==> config.mk <==
export PLATFORM = sky130hd
export DESIGN_NAME = ps2_key_event_queue
export DESIGN_NICKNAME = d
export VERILOG_FILES = /design/src/rtl/ps2_key_event_queue.sv
export SDC_FILE = /design/constraint.sdc
export NUM_CORES = 1
export LEC_CHECK = 0
export CAP_MARGIN = 15
export CORE_MARGIN = 2
export CORE_UTILIZATION = 60
export DETAILED_ROUTE_END_ITERATION = 8
export PLACE_DENSITY_LB_ADDON = 0.25
export SYNTH_ARGS = -nofsm -noshare
export SYNTH_HDL_FRONTEND = slang
export SYNTH_SLANG_ARGS = --single-unit
==> constraint.sdc <==
create_clock -name clk -period 5.15 [get_ports clk]
set_clock_uncertainty 0.1 [all_clocks]
set_input_delay 0.7725 -clock clk [delete_from_list [all_inputs] [get_ports clk]]
set_output_delay 0.7725 -clock clk [all_outputs]
set_load 0.03 [all_outputs]
==> src/rtl/ps2_key_event_queue.sv <==
// ps2_key_event_queue
// Turns the raw scan-code byte stream from ps2_keyboard into complete key events.
// A two-process parser strips E0/F0 prefixes and swallows the E1 pause sequence.
// Modifier, caps-lock and held-key state are updated in the cycle an event is decoded.
// Events land in a small FIFO that is read through a valid/ready port.
module ps2_key_event_queue #(
    parameter int DEPTH         = 8,     // event FIFO entries, power of two, >= 2
    parameter bit REPEAT_FILTER = 1'b1,  // drop repeated makes of the held key
    parameter bit MAKE_ONLY     = 1'b0   // breaks update modifiers but are not queued
) (
    input  logic                   clk,
    input  logic                   clrn,
    input  logic [7:0]             code_in,
    input  logic                   code_valid,
    output logic                   code_pop,
    output logic                   evt_valid,
    input  logic                   evt_ready,
    output logic [7:0]             evt_code,
    output logic                   evt_ext,
    output logic                   evt_break,
    output logic [3:0]             evt_mods,
    output logic [$clog2(DEPTH):0] evt_count,
    output logic                   overflow
);

    localparam int            AW         = $clog2(DEPTH);
    localparam int            CW         = AW + 1;
    localparam logic [CW-1:0] FULL_COUNT = CW'(DEPTH);

    localparam logic [7:0] C_EXT       = 8'hE0;
    localparam logic [7:0] C_BRK       = 8'hF0;
    localparam logic [7:0] C_PAUSE     = 8'hE1;
    localparam logic [7:0] C_PAUSE_KEY = 8'h77;
    localparam logic [7:0] C_LSHIFT    = 8'h12;
    localparam logic [7:0] C_RSHIFT    = 8'h59;
    localparam logic [7:0] C_CTRL      = 8'h14;
    localparam logic [7:0] C_ALT       = 8'h11;
    localparam logic [7:0] C_CAPS      = 8'h58;

    // The pause sequence is E1 followed by seven more bytes; the count
    // indexes those seven, so the last one is seen at count 6.
    localparam logic [2:0] PAUSE_LAST = 3'd6;

    typedef enum logic [2:0] {
        S_IDLE,
        S_EXT,
        S_BRK,
        S_EXTBRK,
        S_PAUSE
    } state_t;

    typedef struct packed {
        logic [7:0] code;
        logic       ext;
        logic       brk;
        logic [3:0] mods;   // {caps, alt, ctrl, shift}
    } entry_t;

    // Input handshake
    logic          r_code_pop;
    logic          w_consume;
    logic          w_discard;

    // Parser
    state_t        r_state;
    state_t        w_state_nxt;
    logic [2:0]    r_pause_cnt;
    logic [2:0]    w_pause_cnt_nxt;
    logic          w_event;
    logic [7:0]    w_ev_code;
    logic          w_ev_ext;
    logic          w_ev_brk;

    // Modifier and held-key tracking
    logic          r_lshift, r_rshift, r_ctrl, r_alt, r_caps;
    logic          w_lshift_nxt, w_rshift_nxt, w_ctrl_nxt, w_alt_nxt, w_caps_nxt;
    logic          r_held_valid;
    logic          r_held_ext;
    logic [7:0]    r_held_code;
    logic          w_held_match;
    logic          w_repeat;

    // Event FIFO
    entry_t        r_mem [DEPTH];
    entry_t        w_entry;
    entry_t        w_head;
    logic [AW-1:0] r_wr_ptr;
    logic [AW-1:0] r_rd_ptr;
    logic [CW-1:0] r_count;
    logic          r_overflow;
    logic          w_enq_req;
    logic          w_full;
    logic          w_push;
    logic          w_pop;

    // A byte is taken only while no pop pulse is outstanding, so ps2_keyboard
    // has a cycle to advance its own buffer before the next sample.
    assign w_consume = code_valid && !r_code_pop;
    assign w_discard = code_in inside {8'h00, 8'hAA, 8'hFA, 8'hFE, 8'hFF};
    assign code_pop  = r_code_pop;

    // Pop pulse follows each consumed byte by exactly one cycle.
    always_ff @(posedge clk) begin
        // NOTE: state is written with non-blocking assignments so every register
        // samples the values from before this edge, independent of block order.
        if (!clrn) begin
            r_code_pop <= 1'b0;
        end else begin
            r_code_pop <= w_consume;
        end
    end

    // Parser state register; reset also abandons any partial prefix or pause.
    always_ff @(posedge clk) begin
        if (!clrn) begin
            r_state     <= S_IDLE;
            r_pause_cnt <= 3'd0;
        end else begin
            r_state     <= w_state_nxt;
            r_pause_cnt <= w_pause_cnt_nxt;
        end
    end

    // Parser next state and decoded event for the byte consumed this cycle.
    always_comb begin
        // NOTE: every signal driven here gets a default first, so no path
        // through the branches below can leave one holding its old value.
        w_state_nxt     = r_state;
        w_pause_cnt_nxt = r_pause_cnt;
        w_event         = 1'b0;
        w_ev_code       = code_in;
        w_ev_ext        = 1'b0;
        w_ev_brk        = 1'b0;

        if (w_consume) begin
            if (r_state == S_PAUSE) begin
                // Every byte of the pause sequence is swallowed, including
                // bytes that would otherwise be discarded or act as prefixes.
                if (r_pause_cnt == PAUSE_LAST) begin
                    w_event         = 1'b1;
                    w_ev_code       = C_PAUSE_KEY;
                    w_ev_ext        = 1'b1;
                    w_state_nxt     = S_IDLE;
                    w_pause_cnt_nxt = 3'd0;
                end else begin
                    w_pause_cnt_nxt = r_pause_cnt + 3'd1;
                end
            end else if (w_discard) begin
                w_state_nxt = S_IDLE;
            end else begin
                unique case (r_state)
                    S_IDLE: begin
                        if (code_in == C_EXT) begin
                            w_state_nxt = S_EXT;
                        end else if (code_in == C_BRK) begin
                            w_state_nxt = S_BRK;
                        end else if (code_in == C_PAUSE) begin
                            w_state_nxt     = S_PAUSE;
                            w_pause_cnt_nxt = 3'd0;
                        end else begin
                            w_event     = 1'b1;
                            w_state_nxt = S_IDLE;
                        end
                    end
                    S_EXT: begin
                        if (code_in == C_BRK) begin
                            w_state_nxt = S_EXTBRK;
                        end else if (code_in != C_EXT) begin
                            w_event     = 1'b1;
                            w_ev_ext    = 1'b1;
                            w_state_nxt = S_IDLE;
                        end
                    end
                    S_BRK: begin
                        if (code_in == C_EXT) begin
                            w_state_nxt = S_EXTBRK;
                        end else if (code_in != C_BRK) begin
                            w_event     = 1'b1;
                            w_ev_brk    = 1'b1;
                            w_state_nxt = S_IDLE;
                        end
                    end
                    S_EXTBRK: begin
                        if (code_in != C_EXT && code_in != C_BRK) begin
                            w_event     = 1'b1;
                            w_ev_ext    = 1'b1;
                            w_ev_brk    = 1'b1;
                            w_state_nxt = S_IDLE;
                        end
                    end
                    default: begin
                        w_state_nxt = S_IDLE;
                    end
                endcase
            end
        end
    end

    // A make of the key already held is a typematic repeat; breaks never are.
    assign w_held_match = r_held_valid && (r_held_ext == w_ev_ext) && (r_held_code == w_ev_code);
    assign w_repeat     = w_event && !w_ev_brk && w_held_match;

    // Modifier values after the current event; E0 variants count as the same key.
    always_comb begin
        w_lshift_nxt = r_lshift;
        w_rshift_nxt = r_rshift;
        w_ctrl_nxt   = r_ctrl;
        w_alt_nxt    = r_alt;
        w_caps_nxt   = r_caps;
        if (w_event) begin
            unique case (w_ev_code)
                C_LSHIFT: w_lshift_nxt = !w_ev_brk;
                C_RSHIFT: w_rshift_nxt = !w_ev_brk;
                C_CTRL:   w_ctrl_nxt   = !w_ev_brk;
                C_ALT:    w_alt_nxt    = !w_ev_brk;
                C_CAPS: begin
                    if (!w_ev_brk && !w_repeat) begin
                        w_caps_nxt = !r_caps;
                    end
                end
                default: ;
            endcase
        end
    end

    // Modifier registers follow every decoded event, queued or not.
    always_ff @(posedge clk) begin
        if (!clrn) begin
            r_lshift <= 1'b0;
            r_rshift <= 1'b0;
            r_ctrl   <= 1'b0;
            r_alt    <= 1'b0;
            r_caps   <= 1'b0;
        end else begin
            r_lshift <= w_lshift_nxt;
            r_rshift <= w_rshift_nxt;
            r_ctrl   <= w_ctrl_nxt;
            r_alt    <= w_alt_nxt;
            r_caps   <= w_caps_nxt;
        end
    end

    // Held key: loaded by every make, cleared by the break of that same key.
    always_ff @(posedge clk) begin
        if (!clrn) begin
            r_held_valid <= 1'b0;
            r_held_ext   <= 1'b0;
            r_held_code  <= 8'h00;
        end else if (w_event) begin
            if (!w_ev_brk) begin
                r_held_valid <= 1'b1;
                r_held_ext   <= w_ev_ext;
                r_held_code  <= w_ev_code;
            end else if (w_held_match) begin
                r_held_valid <= 1'b0;
            end
        end
    end

    // Queue decision. Fullness is judged at the start of the cycle, so a pop in
    // the same cycle never makes room for an event that arrived on a full FIFO.
    assign w_enq_req = w_event && !(MAKE_ONLY && w_ev_brk) && !(REPEAT_FILTER && w_repeat);
    assign w_full    = (r_count == FULL_COUNT);
    assign w_push    = w_enq_req && !w_full;
    assign w_pop     = evt_valid && evt_ready;

    assign w_entry.code = w_ev_code;
    assign w_entry.ext  = w_ev_ext;
    assign w_entry.brk  = w_ev_brk;
    assign w_entry.mods = {w_caps_nxt, w_alt_nxt, w_ctrl_nxt, w_lshift_nxt | w_rshift_nxt};

    // FIFO storage write port.
    always_ff @(posedge clk) begin
        // NOTE: storage is deliberately not reset; the pointers and count are,
        // and the read side masks the head whenever the FIFO is empty.
        if (w_push) begin
            r_mem[r_wr_ptr] <= w_entry;
        end
    end

    // FIFO pointers, occupancy and sticky overflow; pointers wrap as DEPTH is a power of two.
    always_ff @(posedge clk) begin
        if (!clrn) begin
            r_wr_ptr   <= '0;
            r_rd_ptr   <= '0;
            r_count    <= '0;
            r_overflow <= 1'b0;
        end else begin
            if (w_push) begin
                r_wr_ptr <= r_wr_ptr + 1'b1;
            end
            if (w_pop) begin
                r_rd_ptr <= r_rd_ptr + 1'b1;
            end
            unique case ({w_push, w_pop})
                2'b10:   r_count <= r_count + 1'b1;
                2'b01:   r_count <= r_count - 1'b1;
                default: ;
            endcase
            if (w_enq_req && w_full) begin
                r_overflow <= 1'b1;
            end
        end
    end

    assign w_head    = r_mem[r_rd_ptr];
    assign evt_count = r_count;
    assign overflow  = r_overflow;

    // Head entry is presented only while the FIFO holds something; otherwise all zero.
    always_comb begin
        evt_valid = (r_count != '0);
        evt_code  = 8'h00;
        evt_ext   = 1'b0;
        evt_break = 1'b0;
        evt_mods  = 4'h0;
        if (evt_valid) begin
            evt_code  = w_head.code;
            evt_ext   = w_head.ext;
            evt_break = w_head.brk;
            evt_mods  = w_head.mods;
        end
    end

endmodule
==> run_results.csv, run 1 <==
group,metric,value,unit
worst_hold_path,hold_class,"reg2reg",
timing,grt_setup_unrepaired,"no",
clock_network,cts_setup_buffers,0,
flow_run,maxCapViolCount,0,
critical_path,critPathKind,"reg2reg",
finish,syn2layout_area_growth,18.0,%
floorplan,die_h,109,um
critical_path,required,5.49,ns
worst_hold_path,min_from,"overflow",
yosys,yosys.area.top_type,"edfxtp_1",
clock_network,clkTransAtPathRegs,0.06,ns
clock_network,ctsRootBufferMaster,"clkbuf_8",
critical_path,cp-start-kind,"register",
drt,detail_route.iter0.violations,362,
critical_path,r2r_setup_slack,1.03,ns
global_routing,grt_use_met3,0.0468,
clock_network,cts.sinks,148,
yosys,async_flop_share,0,
finish,diodes,0,
worst_hold_path,hold_depth,2,
timing,setup_violations,0,
clock_network,cts_tree,"done",
power,power_density,442,nW/um^2
clock_network,cts_max_path_buffers,2,
finish,nFillCells,692,
critical_path,crit_path_max_fanout,21,
global_routing,grtUsageMet2,0.437,
floorplan,die_area,12000,sq um
yosys,yosysSeqAreaShare,0.613,
power,ir_worst_vdd,0.283,mV
floorplan,io_pins,33,
yosys,netlist_top_cells_area,"edfxtp_1 51%, dfxtp_1 11%, mux4_2 9.5%",
global_routing,met1_usage,0.332,
clock_network,postCtsHoldBufs,0,
yosys,synth_edf_count,112,
global_routing,grt.total_usage,0.259,
floorplan,die_w,109,um
drt,first_pass_iters,4,
timing,finalCritPeriodShare,0.799,
drt,vias,4272,
drt,totalWireLength,14400,um
worst_hold_path,holdPathEnd,"overflow",
placed_design,port-buffer-count,32,
global_routing,grt_pass1_vias,4234,
yosys,synth_cell_types,65,
critical_path,r2r-start,"r_state[2]",
timing,finalSetupTns,0,ns
clock_network,h-tree-depth,4,
critical_path,crit_chain,"or3b_4 > nor3_1 > a31oi_1 > or3_4 > o21ai_1 > ha_1 > xor2_1 > ha_1 > a21oi_1 > xor2_1 > or3_1 > a21boi_0",
drt,avgRoutedWirePerCell,21.8,um
yosys,synth_area_per_cell,14.2,sq um
floorplan,core_area,10800,sq um
timing,fmax,243,MHz
drt,via_per_inst,6.47,
timing,layout_min_cycle_time,4.12,ns
yosys,yosysWarnings,0,
floorplan,start_util,0.614,
yosys,synth_seq_cells,148,
finish,nets,524,
finish,final_core_util,0.725,
power,leakagePower,2.54,nW
yosys,synth_xor_area_frac,0.0118,
timing,tightest_slew,1.03,ns
yosys,netlist_instances,469,
yosys,syn_area,6660,sq um
clock_network,ctsResizeCount,0,
yosys,synthFlopType,"edfxtp_1",
drt,ant_nets,0,
critical_path,cp.arrival,4.46,ns
critical_path,cp_slowest_cell,"nor3_1",
yosys,synth_top_family_by_area,"multiplexers",
yosys,syn-num-nets,486,
clock_network,clkLatencyLatePin,0.52,ns
timing,drv_slew,0,
timing,holdWs,0.358,ns
drt,drc_errors,0,
yosys,synth-compound-area-share,0.0763,
yosys,synth-simple-area-share,0.126,
timing,hold_viol,0,
clock_network,cts_made_buffers,17,
critical_path,timing.rr.end,"evt_count[2]",
global_routing,antenna_found_initial,0,
floorplan,num_rows,38,
global_routing,grt_pass1_wl,22600,um
critical_path,ff2ff_path_depth,12,
critical_path,critical_path.max_stage_delay,0.77,ns
critical_path,endpoint_kind,"register",
global_routing,busiest_layer,"met2",
finish,drive_gt1_frac,0.190,
yosys,synthAdderAreaFrac,0.00939,
placed_design,hpwl,8680,um
placed_design,gp_congestion,0.950,
timing,slew_headroom,0.314,
global_routing,grt_max_degree,41,
run_status,status,"finished, final reports clean",
yosys,netlist.area_leader.share,0.505,
yosys,yosys-mux-area-fraction,0.139,
global_routing,grt_overflow,0,
[flip-flops by register name (all words and copies together) (netlist names), named ones only]
signal and count:
r_lshift 1, overflow 1, r_wr_ptr 3, r_pause_cnt 3, r_rd_ptr 3, r_state 3
evt_count 4, r_rshift 1, r_held_code 8, r_ctrl 1, r_held_valid 1, code_pop 1
r_mem 112, r_held_ext 1, r_caps 1, r_alt 1
[area by class of cell]
cell class,instances,area (sq um),share of cell area
inverter,11,41.3,0.00525
timing repair buffer,48,460,0.0586
clock buffer,19,422,0.0537
clock inverter,13,205,0.0261
multi-input combinational,281,2470,0.314
sequential,148,4090,0.520
tap,140,175,0.0223
[critical path, delay by kind of cell (launching register included)]
| family | cells | cell delay, ns |
|---|---|---|
| adder cells (fa/ha/maj) | 2 | 0.45 |
| flip-flops | 1 | 0.45 |
| AO/OA/AOI/OAI | 4 | 0.65 |
| XOR/XNOR | 2 | 0.33 |
| AND/OR/NAND/NOR | 4 | 2.06 |
[metrics by stage]
| stage | std cells | instance area, sq um | power (mW) | worst slack (ns) |
|---|---|---|---|---|
| after floorplan | 469 | 6660 | 1.91 | 0.630 |
| after global placement | 627 | 7200 | 2.17 | 0.669 |
| after detailed placement | 627 | 7200 | 2.19 | 0.543 |
| after CTS | 659 | 7830 | 3.49 | 1.07 |
| after global routing | 660 | 7860 | 3.60 | 0.605 |
| final | 660 | 7860 | 3.47 | 1.03 |
[power breakdown]
group | total (mW) | internal [mW] | switching (mW)
registers | 1.41 | 1.34 | 0.0735
clock network | 1.30 | 0.836 | 0.466
logic | 0.759 | 0.341 | 0.418
total | 3.47 | 2.51 | 0.957
[kinds of logic (layout without fill, tap and decap cells)]
kind of cell	Yosys count	count (layout)
adders and majority gates	5	5
DFF	148	148
xor gates and xnor gates	9	9
muxes	57	57
buffers and inverters	40	91
and+or+nand+nor	143	143
AOI/OAI and AO/OA	67	67
[Yosys cell counts (all sizes together), types with 3 or more instances]
cell     instances
xnor2            5
nor2            22
nand3b           6
o311ai           4
a21oi            8
clkbuf          24
nor2b           16
o32ai            3
a21boi           5
inv             11
or2              5
nand4            4
nor4            15
edfxtp         112
nand2           23
nor4b            3
o21ai           11
a31oi            5
dfxtp           36
nand3            5
nor3             6
ha               5
nand2b           7
a2111oi          6
mux4            28
xor2             4
a32oi            4
mux2i           27
o2111ai          3
buf              5
or3              4
and2            15
[how the worst max path moves through the flow]
| stage | from | endpoint | slack, ns | cells past startpoint |
|---|---|---|---|---|
| finish | r_state[2] | evt_count[2] | 1.03 | 12 |
| global route | code_in[2] | evt_count[2] | 0.61 | 15 |
| floorplan | code_in[0] | r_mem[0][0] | 0.63 | 7 |
| detailed placement | code_in[2] | evt_count[2] | 0.54 | 15 |
| CTS | r_state[2] | evt_count[2] | 1.07 | 12 |
| global placement | code_valid | evt_count[2] | 0.67 | 13 |
[per-layer routing]
layer	wire [um]	vias up
li1	-	1921
met1	5780	2142
met2	7550	181
met3	792	28
met4	279	0
met5	0	-
[placed cells by master (no fill, tap or decap), drive strengths merged, types with 4 or more instances in the layout]
master,Yosys,layout
a31oi,5,5
edfxtp,112,112
mux4,28,28
a21oi,8,8
nor2b,16,16
nand4,4,4
buf,5,16
or2,5,5
ha,5,5
nand3b,6,6
xnor2,5,5
o21ai,11,11
nor3,6,6
mux2i,27,27
nand3,5,5
o311ai,4,4
inv,11,13
clkinv,0,4
a21boi,5,5
clkbuf,24,19
nand2,23,23
xor2,4,4
bufinv,0,5
a2111oi,6,6
a32oi,4,4
and2,15,15
clkdlybuf4s50,0,32
or3,4,4
nor2,22,22
nand2b,7,7
nor4,15,15
dfxtp,36,36
(Power assumes the default switching activity.)
==> run 2: changes to the inputs <==
==> constraint.sdc (replaced) <==
create_clock -name clk -period 4.08 [get_ports clk]
set_clock_uncertainty 0.1 [all_clocks]
set_input_delay 0.612 -clock clk [delete_from_list [all_inputs] [get_ports clk]]
set_output_delay 0.612 -clock clk [all_outputs]
set_load 0.03 [all_outputs]
==> run 2 against run 1 <==
  * First-iteration DRC count up 6.9%
  * Largest power group unchanged
  * Utilization up 1.8 points
  * Largest cell class unchanged
  * Worst hold slack better by 0.044 ns
  * Register-to-register slack worse by 0.78 ns
  * Critical path depth up 1
  * Combinational power up 33%
  * Die area unchanged
  * Non-clock buffer count up 27
  * Maximum frequency up 7.7%
  * Via count up 2.2%
  * Setup slack worse by 0.78 ns
  * Count of clock-buffer cells in the layout down 1
==> run_results.csv, run 2 (synthesis results as in run 1) <==
group,metric,value,unit
floorplan,start_util,0.614,
run_status,status,"finished, final reports clean",
floorplan,io_pins,33,
finish,nets,551,
power,leakagePower,2.67,nW
placed_design,placedInstanceArea,7430,sq um
global_routing,met1_usage,0.354,
critical_path,cp-start-kind,"register",
drt,vias,4366,
finish,syn2layout_area_growth,21.0,%
global_routing,grtUsageMet2,0.477,
drt,first_pass_iters,5,
worst_hold_path,min_from,"overflow",
finish,diodes,0,
finish,top_register,"r_mem",
placed_design,port-buffer-count,32,
critical_path,critPathKind,"reg2reg",
drt,avgRoutedWirePerCell,22.4,um
timing,tightest_slew,1.03,ns
drt,totalWireLength,15400,um
finish,mostFrequentLayoutCell,"edfxtp_1",
power,ir_worst_vdd,0.335,mV
floorplan,core_area,10800,sq um
drt,drc_errors,0,
critical_path,r2r-start,"r_state[2]",
floorplan,die_w,109,um
timing,drv_slew,0,
clock_network,cts.sinks,148,
timing,setup_violations,0,
timing,fmax,262,MHz
global_routing,busiest_layer,"met2",
clock_network,h-tree-depth,4,
critical_path,endpoint_kind,"register",
global_routing,grt_pass1_vias,4367,
drt,detail_route.iter0.violations,387,
finish,final_cell_mix,"112 x edfxtp_1, 42 x buf_4, 35 x dfxtp_1, 32 x clkdlybuf4s50_1, 28 x mux4_2",
floorplan,die_h,109,um
clock_network,cts_made_buffers,17,
flow_run,maxCapViolCount,0,
global_routing,grt.total_usage,0.277,
finish,stdcell_count,685,
clock_network,cts_tree,"done",
worst_hold_path,hold_depth,2,
drt,ant_nets,0,
timing,layout_min_cycle_time,3.82,ns
global_routing,antenna_found_initial,0,
timing,finalSetupTns,0,ns
placed_design,placed_cells,655,
clock_network,cts_max_path_buffers,2,
floorplan,num_rows,38,
critical_path,crit_path_max_fanout,21,
global_routing,grt_max_degree,29,
critical_path,cp.arrival,4.15,ns
critical_path,crit_start,"r_state[2]",
placed_design,dp_slack,-0.0378,ns
finish,largest_reg_flops,112,
global_routing,grt_use_met3,0.0551,
power,power_density,549,nW/um^2
timing,finalCritPeriodShare,0.937,
global_routing,grt_overflow,0,
drt,via_per_inst,6.37,
critical_path,required,4.41,ns
global_routing,grt_pass1_wl,24000,um
worst_hold_path,hold_class,"reg2reg",
timing,slew_headroom,0.310,
timing,hold_viol,0,
finish,fin_area,8060,sq um
clock_network,ctsRootBufferMaster,"clkbuf_8",
finish,nFillCells,685,
clock_network,clkLatencyLatePin,0.52,ns
placed_design,gp_congestion,0.963,
clock_network,clkTransAtPathRegs,0.06,ns
floorplan,die_area,12000,sq um
finish,drive_gt1_frac,0.233,
critical_path,ff2ff_path_depth,13,
timing,grt_setup_unrepaired,"no",
timing,timing.final.ws_setup,0.259,ns
placed_design,hpwl,9470,um
[run 2: metrics by stage]
step / hold WS (ns) / power, mW / utilization
finish: 0.402 / 4.42 / 0.743
global route: 0.417 / 4.57 / 0.743
CTS: 0.408 / 4.44 / 0.743
detailed placement: 0.386 / 2.80 / 0.685
global placement: 0.341 / 2.77 / 0.685
floorplan: 0.358 / 2.41 / -
[run 2: critical path, stage by stage (launching register included)]
cell and delay, ns:
dfxtp_1 0.46, or3b_4 0.54, o311a_1 0.38, nor4_2 0.25, nand4_2 0.15, or3_4 0.39, o21ai_1 0.19, ha_1 0.22
xor2_1 0.17, ha_1 0.17, a21oi_1 0.05, xor2_1 0.16, or3_1 0.30, a21boi_0 0.19
[run 2: path summary, 6_finish.rpt]
path	to	slack, ns
setup / recovery	evt_count[2]	0.26
hold / removal	overflow	0.40
setup reg to reg	evt_count[2]	0.26
hold reg to reg	overflow	0.40
[run 2: repair_timing]
action,4_1_cts,5_1_grt
hold buffers,0,0
endpoints found under the setup margin,0,1
gates resized for setup,0,1
buffers inserted,0,0
[run 2: routing by layer]
layer  part of all wire  vias up  routed length [um]
li1                   -     1969                   -
met3              0.060       30                 926
met4              0.021        0                 323
met1               0.39     2178                5970
met5                  0        -                   0
met2               0.53      189                8130
[run 2: cell type report]
cell class              count  area (sq um)  share of cell area
flip-flops and latches    148          4090               0.507
multi-input cells         281          2470               0.307
repair buffers             75           656              0.0814
clock buffers              18           418              0.0519
clock inverters            12           205              0.0255
well taps                 140           175              0.0217
inverters                  11          41.3             0.00513
[run 2: power by group]
part	internal, mW	total (mW)	switching [mW]
Sequential	1.69	1.76	0.0738
Clock	1.05	1.65	0.599
Combinational	0.449	1.01	0.559
Total	3.19	4.42	1.23
==> run 3: changes to the inputs <==
==> constraint.sdc (replaced) <==
create_clock -name clk -period 4.08 [get_ports clk]
set_clock_uncertainty 0.1 [all_clocks]
set_input_delay 0.816 -clock clk [delete_from_list [all_inputs] [get_ports clk]]
set_output_delay 0.816 -clock clk [all_outputs]
set_load 0.03 [all_outputs]
==> run 3 against run 2 <==
  * Non-clock buffer count is 12 higher
  * Critical path depth is 3 higher
  * Via count is 0.57% higher
  * Combinational power hardly changed
  * Setup slack worse by 0.011 ns
  * Power is 1.2% lower
  * Count of clock-buffer cells in the layout is 2 higher
  * Wire length is 2.3% lower
  * Worst hold slack worse by 0.045 ns
  * Critical path type is now in2reg
  * Highest routed layer unchanged
==> run_results.csv, run 3 (synthesis results as in run 1) <==
group,metric,value,unit
critical_path,crit_chain,"clkdlybuf4s50_1 > buf_4 > buf_4 > nor4_1 > o31ai_1 > a32oi_1 > a31oi_1 > or3_4 > o21ai_1 > ha_1 > xor2_1 > ha_1 > a21oi_1 > xor2_1 > or3_1 > a21boi_0",
critical_path,cp.arrival,4.18,ns
drt,totalWireLength,15000,um
critical_path,cp_slowest_cell,"clkdlybuf4s50_1",
timing,grt_setup_unrepaired,"no",
clock_network,ctsResizeCount,0,
clock_network,ctsRootBufferMaster,"clkbuf_8",
floorplan,die_w,109,um
critical_path,crit_start,"code_in[2]",
placed_design,hpwl,9130,um
power,ir_worst_vdd,0.489,mV
power,p_clk_frac,0.363,
timing,setup_violations,0,
critical_path,critical_path.max_stage_delay,0.45,ns
floorplan,io_pins,33,
global_routing,grt_max_degree,29,
power,p_switching,1.23,mW
drt,drc_errors,0,
floorplan,num_rows,38,
critical_path,critPathKind,"in2reg",
finish,stdcell_count,699,
drt,detail_route.iter0.violations,328,
power,p_int,3.14,mW
critical_path,endpoint_kind,"register",
worst_hold_path,hold_class,"reg2reg",
clock_network,cts.sinks,148,
global_routing,grt_pass1_vias,4472,
critical_path,crit_buf_inv,3,
finish,diodes,0,
finish,nets,563,
global_routing,antenna_found_initial,0,
critical_path,required,4.42,ns
worst_hold_path,min_from,"overflow",
power,power_density,537,nW/um^2
power,netSwitchingFraction,0.281,
global_routing,grt.total_usage,0.272,
drt,via_per_inst,6.28,
timing,fmax,261,MHz
clock_network,clkLatencyLatePin,0.52,ns
critical_path,r2r-start,"r_state[2]",
timing,drv_slew,0,
critical_path,critical-path-top-delay-family,"simple AND/OR/NAND/NOR gates",
timing,slew_headroom,0.539,
timing,timing.final.ws_setup,0.247,ns
placed_design,placed_cells,667,
timing,tightest_slew,0.675,ns
timing,finalSetupTns,0,ns
finish,drive_gt1_frac,0.247,
power,power.share.sequential,0.403,
clock_network,cts_tree,"done",
floorplan,core_area,10800,sq um
finish,top_register,"r_mem",
floorplan,die_area,12000,sq um
timing,layout_min_cycle_time,3.83,ns
clock_network,postCtsHoldBufs,0,
timing,holdWs,0.358,ns
finish,final_cell_mix,"112 x edfxtp_1, 53 x buf_4, 35 x dfxtp_1, 32 x clkdlybuf4s50_1, 28 x mux4_2",
run_status,status,"finished, final reports clean",
power,leakagePower,2.72,nW
timing,hold_viol,0,
drt,ant_nets,0,
power,fin_total_pwr,4.37,mW
critical_path,cp-start-kind,"input port",
drt,avgRoutedWirePerCell,21.5,um
clock_network,cts_made_buffers,17,
clock_network,clkTransAtPathRegs,0.06,ns
floorplan,start_util,0.614,
drt,first_pass_iters,6,
timing,finalCritPeriodShare,0.939,
critical_path,crit_path_max_fanout,5,
drt,vias,4391,
clock_network,h-tree-depth,4,
placed_design,port-buffer-count,32,
floorplan,die_h,109,um
power,power_frac_comb,0.233,
clock_network,cts_max_path_buffers,2,
finish,syn2layout_area_growth,22.3,%
clock_network,cts_setup_buffers,0,
finish,largest_reg_flops,112,
global_routing,grt_overflow,0,
finish,mostFrequentLayoutCell,"edfxtp_1",
placed_design,gp_congestion,0.956,
placed_design,dp_slack,-0.237,ns
flow_run,maxCapViolCount,0,
global_routing,grt_pass1_wl,23600,um
## run 3: cell count changes in the layout (fill, tap and decap cells not counted), sizes merged
cell and delta:
inv +1, clkbuf +2, bufinv -1, buf +12
## run 3: layout make-up
class                      count  area (sq um)
sequential                   148          4090
inverter                      11          41.3
clock inverter                12           179
clock buffer                  20           425
tap                          140           175
timing repair buffer          87           758
fill                         696          2700
multi-input combinational    281          2480
## run 3: final timing paths
check	end	depth (start not counted)	slack, ns
hold / removal	overflow	2	0.36
setup / recovery	evt_count[2]	16	0.25
hold reg to reg	overflow	2	0.36
setup reg to reg	evt_count[2]	13	0.26
## run 3: metrics by stage
stage          cell area (sq um)  utilization
2_1_floorplan               6670            -
3_3_place_gp                7540        0.695
3_5_place_dp                7540        0.695
4_1_cts                     8140        0.751
5_1_grt                     8140        0.751
6_report                    8140        0.751
## run 3: worst reg2reg max path, cell delays in order, from the launching register on
cell and delay (ns):
dfxtp_1 0.45, or3b_4 0.54, o311a_1 0.38, nor4_2 0.26
nand4_2 0.14, or3_4 0.40, o21ai_1 0.19, ha_1 0.22
xor2_1 0.21, ha_1 0.18, a21oi_1 0.05, xor2_1 0.16
or3_1 0.31, a21boi_0 0.16
## run 3: layer usage
layer,track usage,wire length (um),vias up
met4,0.0949,295,0
li1,-,-,1996
met3,0.0676,994,28
met1,0.347,5950,2185
met5,0,0,-
met2,0.456,7760,182
## run 3: power by group through the flow
stage                     sequential (mW)  clock, mW  combinational (mW)
after global routing                 1.77       1.66                1.09
after floorplan                      1.78          0               0.633
final                                1.76       1.59                1.02
after global placement               1.78          0               0.985
after CTS                            1.76       1.60                1.03
after detailed placement             1.79          0                1.00
